[src/rtl/multicycle_control_pkg.sv]
// Shared definitions for the multicycle MIPS control path.
// Contents:
//   state_t      - 4-bit control FSM state encoding
//   OP_*         - instruction opcodes (IR[31:26]) recognised by the FSM
//   ALUOP_*      - 2-bit ALU-op codes understood by the ALU-control decoder
//   SRCB_*       - ALU B operand select codes
//   PCSRC_*      - PC source select codes
//   err_code_t   - fatal error codes reported on error_code
//   is_mem_state - true for states that access the shared memory
package multicycle_control_pkg;

  typedef enum logic [3:0] {
    S_FETCH     = 4'd0,
    S_DECODE    = 4'd1,
    S_MEM_ADDR  = 4'd2,
    S_MEM_READ  = 4'd3,
    S_MEM_WB    = 4'd4,
    S_MEM_WRITE = 4'd5,
    S_EXECUTE   = 4'd6,
    S_R_WB      = 4'd7,
    S_BRANCH    = 4'd8,
    S_JUMP      = 4'd9,
    S_ADDI_EXEC = 4'd10,
    S_ANDI_EXEC = 4'd11,
    S_IMM_WB    = 4'd12,
    S_ERROR     = 4'd15
  } state_t;

  localparam logic [5:0] OP_RTYPE = 6'b000000;
  localparam logic [5:0] OP_LW    = 6'b100011;
  localparam logic [5:0] OP_SW    = 6'b101011;
  localparam logic [5:0] OP_BEQ   = 6'b000100;
  localparam logic [5:0] OP_J     = 6'b000010;
  localparam logic [5:0] OP_ADDI  = 6'b001000;
  localparam logic [5:0] OP_ANDI  = 6'b001100;

  localparam logic [1:0] ALUOP_ADD   = 2'b00;
  localparam logic [1:0] ALUOP_SUB   = 2'b01;
  localparam logic [1:0] ALUOP_FUNCT = 2'b10;
  localparam logic [1:0] ALUOP_AND   = 2'b11;

  localparam logic [1:0] SRCB_REG      = 2'b00;
  localparam logic [1:0] SRCB_FOUR     = 2'b01;
  localparam logic [1:0] SRCB_IMM      = 2'b10;
  localparam logic [1:0] SRCB_IMM_SHL2 = 2'b11;

  localparam logic [1:0] PCSRC_ALU    = 2'b00;
  localparam logic [1:0] PCSRC_ALUOUT = 2'b01;
  localparam logic [1:0] PCSRC_JUMP   = 2'b10;

  typedef enum logic [1:0] {
    ERR_NONE        = 2'b00,
    ERR_ILLEGAL_OP  = 2'b01,
    ERR_MEM_TIMEOUT = 2'b10
  } err_code_t;

  function automatic logic is_mem_state(input state_t s);
    logic r;
    case (s)
      S_FETCH, S_MEM_READ, S_MEM_WRITE: r = 1'b1;
      default:                          r = 1'b0;
    endcase
    return r;
  endfunction

endpackage

[src/rtl/multicycle_control_mem_wait_timer.sv]
// Memory wait timer for the multicycle control FSM.
// Counts cycles spent in a memory state with mem_ready low and flags a
// timeout when the count has reached MEM_WAIT_MAX and the memory is still
// not ready. 2**CNT_W must exceed MEM_WAIT_MAX.
// Ports:
//   clk_i        clock
//   rst_ni       asynchronous active-low reset (clears the count)
//   in_mem_i     FSM is currently in a memory-access state
//   clear_i      FSM changes state this cycle (restarts the count)
//   mem_ready_i  memory completes the access this cycle
//   timeout_o    wait limit reached with memory still not ready
module mem_wait_timer #(
  parameter int MEM_WAIT_MAX = 15,
  parameter int CNT_W        = 4
) (
  input  logic clk_i,
  input  logic rst_ni,
  input  logic in_mem_i,
  input  logic clear_i,
  input  logic mem_ready_i,
  output logic timeout_o
);

  localparam logic [CNT_W-1:0] MAX_CNT = CNT_W'(MEM_WAIT_MAX);
  localparam logic [CNT_W-1:0] ONE     = CNT_W'(1);

  logic [CNT_W-1:0] cnt_q, cnt_d;

  // Any state change restarts the count, so each entry into a memory state
  // begins at zero. Counting stops at all-ones rather than wrapping.
  always_comb begin
    cnt_d = cnt_q;
    if (clear_i) begin
      cnt_d = '0;
    end else if (in_mem_i && !mem_ready_i && (cnt_q != '1)) begin
      cnt_d = cnt_q + ONE;
    end
  end

  always_ff @(posedge clk_i or negedge rst_ni) begin
    if (!rst_ni) begin
      cnt_q <= '0;
    end else begin
      cnt_q <= cnt_d;
    end
  end

  // mem_ready on the limit cycle completes the access, so it masks timeout.
  assign timeout_o = in_mem_i && !mem_ready_i && (cnt_q == MAX_CNT);

endmodule

[src/rtl/multicycle_control.sv]
// Main control FSM for the multicycle MIPS datapath.
// Sequences fetch / decode / execute / memory / writeback, handshakes with
// the shared instruction/data memory via mem_ready, and drives every mux
// select and write enable of the datapath. Fatal conditions (illegal
// opcode, memory timeout) park the FSM in ERROR until reset.
// Ports:
//   clk, rst_n               clock; asynchronous active-low reset
//   opcode                   IR[31:26]
//   zero                     ALU zero flag (beq)
//   mem_ready                memory finished the current access
//   pc_en, i_or_d, mem_read, mem_write, ir_write, mdr_write,
//   reg_dst, mem_to_reg, reg_write, alu_src_a, alu_src_b,
//   alu_op, pc_source        datapath controls
//   instr_done               pulse on the last cycle of an instruction
//   error, error_code        sticky fatal error flag and its cause
module multicycle_control
  import multicycle_control_pkg::*;
#(
  parameter int MEM_WAIT_MAX = 15,
  parameter int CNT_W        = 4
) (
  input  logic       clk,
  input  logic       rst_n,
  input  logic [5:0] opcode,
  input  logic       zero,
  input  logic       mem_ready,
  output logic       pc_en,
  output logic       i_or_d,
  output logic       mem_read,
  output logic       mem_write,
  output logic       ir_write,
  output logic       mdr_write,
  output logic       reg_dst,
  output logic       mem_to_reg,
  output logic       reg_write,
  output logic       alu_src_a,
  output logic [1:0] alu_src_b,
  output logic [1:0] alu_op,
  output logic [1:0] pc_source,
  output logic       instr_done,
  output logic       error,
  output logic [1:0] error_code
);

  state_t    state_q, state_d;
  err_code_t err_q, err_d;
  logic      timeout;

  mem_wait_timer #(
    .MEM_WAIT_MAX (MEM_WAIT_MAX),
    .CNT_W        (CNT_W)
  ) u_mem_wait_timer (
    .clk_i       (clk),
    .rst_ni      (rst_n),
    .in_mem_i    (is_mem_state(state_q)),
    .clear_i     (state_d != state_q),
    .mem_ready_i (mem_ready),
    .timeout_o   (timeout)
  );

  always_ff @(posedge clk or negedge rst_n) begin
    if (!rst_n) begin
      state_q <= S_FETCH;
      err_q   <= ERR_NONE;
    end else begin
      state_q <= state_d;
      err_q   <= err_d;
    end
  end

  // Outputs decode the current state. The whole decode is gated by rst_n so
  // that the FETCH outputs do not appear while reset is held.
  always_comb begin
    state_d    = state_q;
    err_d      = err_q;
    pc_en      = 1'b0;
    i_or_d     = 1'b0;
    mem_read   = 1'b0;
    mem_write  = 1'b0;
    ir_write   = 1'b0;
    mdr_write  = 1'b0;
    reg_dst    = 1'b0;
    mem_to_reg = 1'b0;
    reg_write  = 1'b0;
    alu_src_a  = 1'b0;
    alu_src_b  = SRCB_REG;
    alu_op     = ALUOP_ADD;
    pc_source  = PCSRC_ALU;
    instr_done = 1'b0;
    error      = 1'b0;
    error_code = ERR_NONE;

    if (rst_n) begin
      case (state_q)
        S_FETCH: begin
          // PC + 4 is computed while the instruction is read.
          mem_read  = 1'b1;
          i_or_d    = 1'b0;
          alu_src_a = 1'b0;
          alu_src_b = SRCB_FOUR;
          alu_op    = ALUOP_ADD;
          pc_source = PCSRC_ALU;
          if (mem_ready) begin
            ir_write = 1'b1;
            pc_en    = 1'b1;
            state_d  = S_DECODE;
          end else if (timeout) begin
            state_d = S_ERROR;
            err_d   = ERR_MEM_TIMEOUT;
          end
        end

        S_DECODE: begin
          // Branch target is precomputed here into ALUOut.
          alu_src_a = 1'b0;
          alu_src_b = SRCB_IMM_SHL2;
          alu_op    = ALUOP_ADD;
          case (opcode)
            OP_RTYPE:     state_d = S_EXECUTE;
            OP_LW, OP_SW: state_d = S_MEM_ADDR;
            OP_BEQ:       state_d = S_BRANCH;
            OP_J:         state_d = S_JUMP;
            OP_ADDI:      state_d = S_ADDI_EXEC;
            OP_ANDI:      state_d = S_ANDI_EXEC;
            default: begin
              state_d = S_ERROR;
              err_d   = ERR_ILLEGAL_OP;
            end
          endcase
        end

        S_MEM_ADDR: begin
          alu_src_a = 1'b1;
          alu_src_b = SRCB_IMM;
          alu_op    = ALUOP_ADD;
          // IR cannot change after FETCH, so only lw/sw can reach here; any
          // other value indicates corruption and is treated as illegal.
          if (opcode == OP_LW) begin
            state_d = S_MEM_READ;
          end else if (opcode == OP_SW) begin
            state_d = S_MEM_WRITE;
          end else begin
            state_d = S_ERROR;
            err_d   = ERR_ILLEGAL_OP;
          end
        end

        S_MEM_READ: begin
          mem_read = 1'b1;
          i_or_d   = 1'b1;
          if (mem_ready) begin
            mdr_write = 1'b1;
            state_d   = S_MEM_WB;
          end else if (timeout) begin
            state_d = S_ERROR;
            err_d   = ERR_MEM_TIMEOUT;
          end
        end

        S_MEM_WB: begin
          reg_write  = 1'b1;
          mem_to_reg = 1'b1;
          reg_dst    = 1'b0;
          instr_done = 1'b1;
          state_d    = S_FETCH;
        end

        S_MEM_WRITE: begin
          mem_write = 1'b1;
          i_or_d    = 1'b1;
          if (mem_ready) begin
            instr_done = 1'b1;
            state_d    = S_FETCH;
          end else if (timeout) begin
            state_d = S_ERROR;
            err_d   = ERR_MEM_TIMEOUT;
          end
        end

        S_EXECUTE: begin
          alu_src_a = 1'b1;
          alu_src_b = SRCB_REG;
          alu_op    = ALUOP_FUNCT;
          state_d   = S_R_WB;
        end

        S_R_WB: begin
          reg_write  = 1'b1;
          reg_dst    = 1'b1;
          mem_to_reg = 1'b0;
          instr_done = 1'b1;
          state_d    = S_FETCH;
        end

        S_BRANCH: begin
          // A - B sets zero; the PC takes the precomputed target if equal.
          alu_src_a  = 1'b1;
          alu_src_b  = SRCB_REG;
          alu_op     = ALUOP_SUB;
          pc_source  = PCSRC_ALUOUT;
          pc_en      = zero;
          instr_done = 1'b1;
          state_d    = S_FETCH;
        end

        S_JUMP: begin
          pc_source  = PCSRC_JUMP;
          pc_en      = 1'b1;
          instr_done = 1'b1;
          state_d    = S_FETCH;
        end

        S_ADDI_EXEC: begin
          alu_src_a = 1'b1;
          alu_src_b = SRCB_IMM;
          alu_op    = ALUOP_ADD;
          state_d   = S_IMM_WB;
        end

        S_ANDI_EXEC: begin
          alu_src_a = 1'b1;
          alu_src_b = SRCB_IMM;
          alu_op    = ALUOP_AND;
          state_d   = S_IMM_WB;
        end

        S_IMM_WB: begin
          reg_write  = 1'b1;
          reg_dst    = 1'b0;
          mem_to_reg = 1'b0;
          instr_done = 1'b1;
          state_d    = S_FETCH;
        end

        S_ERROR: begin
          // Terminal: only reset leaves this state.
          error      = 1'b1;
          error_code = err_q;
        end

        default: begin
          // Unused encodings fall into ERROR rather than wandering.
          state_d = S_ERROR;
          err_d   = ERR_ILLEGAL_OP;
        end
      endcase
    end
  end

endmodule

[config.mk]
export PLATFORM = sky130hd
export DESIGN_NAME = multicycle_control
export DESIGN_NICKNAME = d
export VERILOG_FILES = /design/src/rtl/multicycle_control_pkg.sv /design/src/rtl/multicycle_control_mem_wait_timer.sv /design/src/rtl/multicycle_control.sv
export SDC_FILE = /design/constraint.sdc
export NUM_CORES = 1
export LEC_CHECK = 0
export BUFFER_PORTS_ARGS = -buffer_cell sky130_fd_sc_hd__buf_2
export CORE_MARGIN = 3
export CORE_UTILIZATION = 35
export DETAILED_ROUTE_END_ITERATION = 10
export SETUP_SLACK_MARGIN = 0.1
export SLEW_MARGIN = 20
export SYNTH_ARGS = -nofsm -noshare
export SYNTH_HDL_FRONTEND = slang
export SYNTH_SLANG_ARGS = --single-unit
export TNS_END_PERCENT = 50
[constraint.sdc]
create_clock -name clk -period 3 [get_ports clk]
set_clock_uncertainty 0.2 [all_clocks]
set_input_delay 0.6 -clock clk [delete_from_list [all_inputs] [get_ports clk]]
set_output_delay 0.6 -clock clk [all_outputs]
set_load 0.05 [all_outputs]
==> run metrics <==
status=complete, no violations; Post-synth ARST share=100%; area grow syn2layout=16.3%; Crit path required time=2.20 ns; worst-path fanout max=8; Post-Route M1 WL=1.58 mm; CP Cell Sequence=inv_1 -> nor2_1 -> nand2_1 -> o32ai_2 -> buf_2; drt first pass iters=4; EDFF count, synth=0; Via Count=1370; initial antenna violation count=0; HP Class=primary input to asynchronous set/reset pin; root buffer cell=clkbuf_4; Max Clk Rate=366 MHz; R2R cell count=7; Worst Setup Start Kind=flip-flop; post-synthesis instance total=173; Worst path max stage delay=0.54 ns; R2R Path End=u_mem_wait_timer.cnt_q[3]$_DFFE_PN0P_; Worst EP arrival=1.93 ns; Initial Util=37.5%; highest metal used=met3; Fin. Hold Viols=0; Unique masters post-synth=54; Pwr Density=979 nW/um2; CTS tree=done; sw frac=58.0%; H-tree Lvls=1; Ys Warns=0; GPL Wtd Cong=0.854; #FFs+latches synth=10; worst vdd ir=0.379 mV; DRC Markers=0; # IOs=30; die area=4420 um2; final antenna-violating net count=0; initial detailed-routing violation count=63; layout cell share with drive strength beyond 1=28.9%; RSZ-0062 raised after global routing=false; area leader, netlist=dfrtp_1; CP Capture Type=primary output; clock buffer depth=2; Leakage=0.617 nW; Overflow after GRT=0; post-synth top area share=19.6%; Die H=66.5 um; Tot Pwr=1.46 mW; routed wire length on met3=175 um; measured slew at the worst slew-check pin=0.609 ns; Port-buffer cells=29; Final Max Slew Viols=0; Tot GR Track Use=16.6%; diode count=0; Vias/cell=5.64; Rows=21; worst rel slew slack=59.2%; Final Routed Wirelength=3.50 mm; first-pass GRT wire length=5.91 mm; largest net degree at the start of global routing=23; syn nets=184; total CTS buffers=3; synth cell count leaders=30 x nor2_1, 13 x a21oi_1, 12 x nand2_1; count leader, synth=nor2_1; top cells by area, synth=dfrtp_1 20%, nor2_1 8.8%, a21oi_1 5.1%; Syn Std Cell Area=1280 um2; hold slack=0.220 ns; final period utilization=91.2%; Util after Layout=43.6%; clock power share=8.3%; Num Clock Sinks=10; Max-Cap Viols=0; Final min period=2.73 ns; sequential share of power=22.2%; die width=66.5 um; Internal Pwr Total=0.612 mW; top_reg_cell synth=dfrtp_1; worst skew pair latency=0.27 ns; Avg Synthesized Cell Area=7.40 um2; reg-to-reg slack, setup=0.57 ns; number of global-route vias before repair=1225; Comb pwr share=69.5%; Final HPWL DP=2.80 mm; routed length on met2=1.74 mm; Slowest-stage cell, CP=dfrtp_1; wire per inst=14.4 um; Core Footprint=3420 um2; Setup TNS=0 ns; final net count=209; clock slew at reported path FFs=0.07 ns; Psw=0.845 mW; register area share after synthesis=19.6%; r2r startpoint=state_q[3]$_DFF_PN0_; Setup-failing EPs final=0; Crit Path Class=flip-flop to primary output
-- power by group through the flow --
stage	logic [mW]	registers, mW	clock network, mW
finish	1.01	0.324	0.121
global route	1.11	0.338	0.134
CTS	1.02	0.316	0.127
detailed placement	1.01	0.318	0
global placement	1.00	0.317	0
floorplan	0.934	0.202	0
-- cell type report --
| cell class | instances | area (um2) |
|---|---|---|
| sequential | 10 | 254 |
| inverter | 4 | 15.0 |
| tap | 46 | 57.6 |
| fill | 367 | 1930 |
| timing repair buffer | 35 | 190 |
| multi-input combinational | 144 | 936 |
| clock buffer | 4 | 36.3 |
-- metal layers --
| metal | GRT usage (%) | up-vias |
|---|---|---|
| met2 | 28.4 | 40 |
| met5 | 0 | - |
| li1 | - | 681 |
| met1 | 23.0 | 649 |
| met4 | 1.52 | 0 |
| met3 | 2.19 | 0 |
-- critical path: cells and delay by family (launching register included) --
| family | cells | cell delay, ns |
|---|---|---|
| buffers and inverters | 2 | 0.48 |
| AND/OR/NAND/NOR | 2 | 0.40 |
| flip-flops | 1 | 0.54 |
| AO/OA/AOI/OAI | 1 | 0.26 |
-- metrics by stage --
stage / cells / setup slack [ns] / cell area [um2]
finish: 243 / 0.265 / 1490
global route: 243 / 0.152 / 1490
CTS: 243 / 0.113 / 1490
detailed placement: 239 / 0.413 / 1450
global placement: 239 / 0.450 / 1450
floorplan: 173 / -0.0803 / 1300
-- worst max path at each step --
stage | startpoint | end | slack (ns) | cells after the start
after floorplan | state_q[1]$_DFF_PN0_ | reg_dst | -0.08 | 5
after global placement | opcode[0] | u_mem_wait_timer.cnt_q[0]$_DFFE_PN0P_ | 0.45 | 7
after detailed placement | state_q[1]$_DFF_PN0_ | instr_done | 0.41 | 5
after CTS | state_q[1]$_DFF_PN0_ | instr_done | 0.11 | 5
after global routing | state_q[3]$_DFF_PN0_ | pc_en | 0.15 | 5
final | state_q[3]$_DFF_PN0_ | pc_en | 0.27 | 5
-- state kept, by name (all words and copies together), names as in the netlist --
register / count
err_q: 2
state_q: 4
u_mem_wait_timer.cnt_q: 4
-- repair_timing --
item                                   4_1_cts  5_1_grt
setup endpoints to repair                    0        6
endpoints found under the hold margin        0        0
gates resized for setup                      0        3
buffers inserted                             0        0
hold buffers                                 0        0
-- cell families (layout without fill, tap and decap cells) --
group	count (synthesis)	count (layout)	share of synthesized area, %
and+or+nand+nor	90	90	37.2
AOI/OAI and AO/OA	42	42	24.6
buffers and inverters	19	43	8.89
DFF	10	10	19.6
xor gates and xnor gates	7	7	5.38
muxes	4	4	3.32
adders and majority gates	1	1	0.977
-- cells in the final DEF (no fill, tap or decap), types with 2 or more instances in the layout --
cell type   n
and2_1      3
xnor2_1     3
nor2_1     30
nor3_1      8
nor4_1      4
and3_1      3
mux2_2      2
a21oi_1    13
mux2i_1     2
buf_2      29
nand4_1     2
nand2_1    12
o311ai_2    2
nor2b_1     3
a211oi_1    2
buf_4       6
xor2_1      3
o21a_1      2
dfrtp_2     3
clkbuf_4    3
o21ai_0     5
nand3_1     6
dfrtp_1     7
a31oi_1     3
o211ai_1    2
nand2b_1    5
nor3b_1     2
inv_1       4
Power figures use the tool's default switching activity.
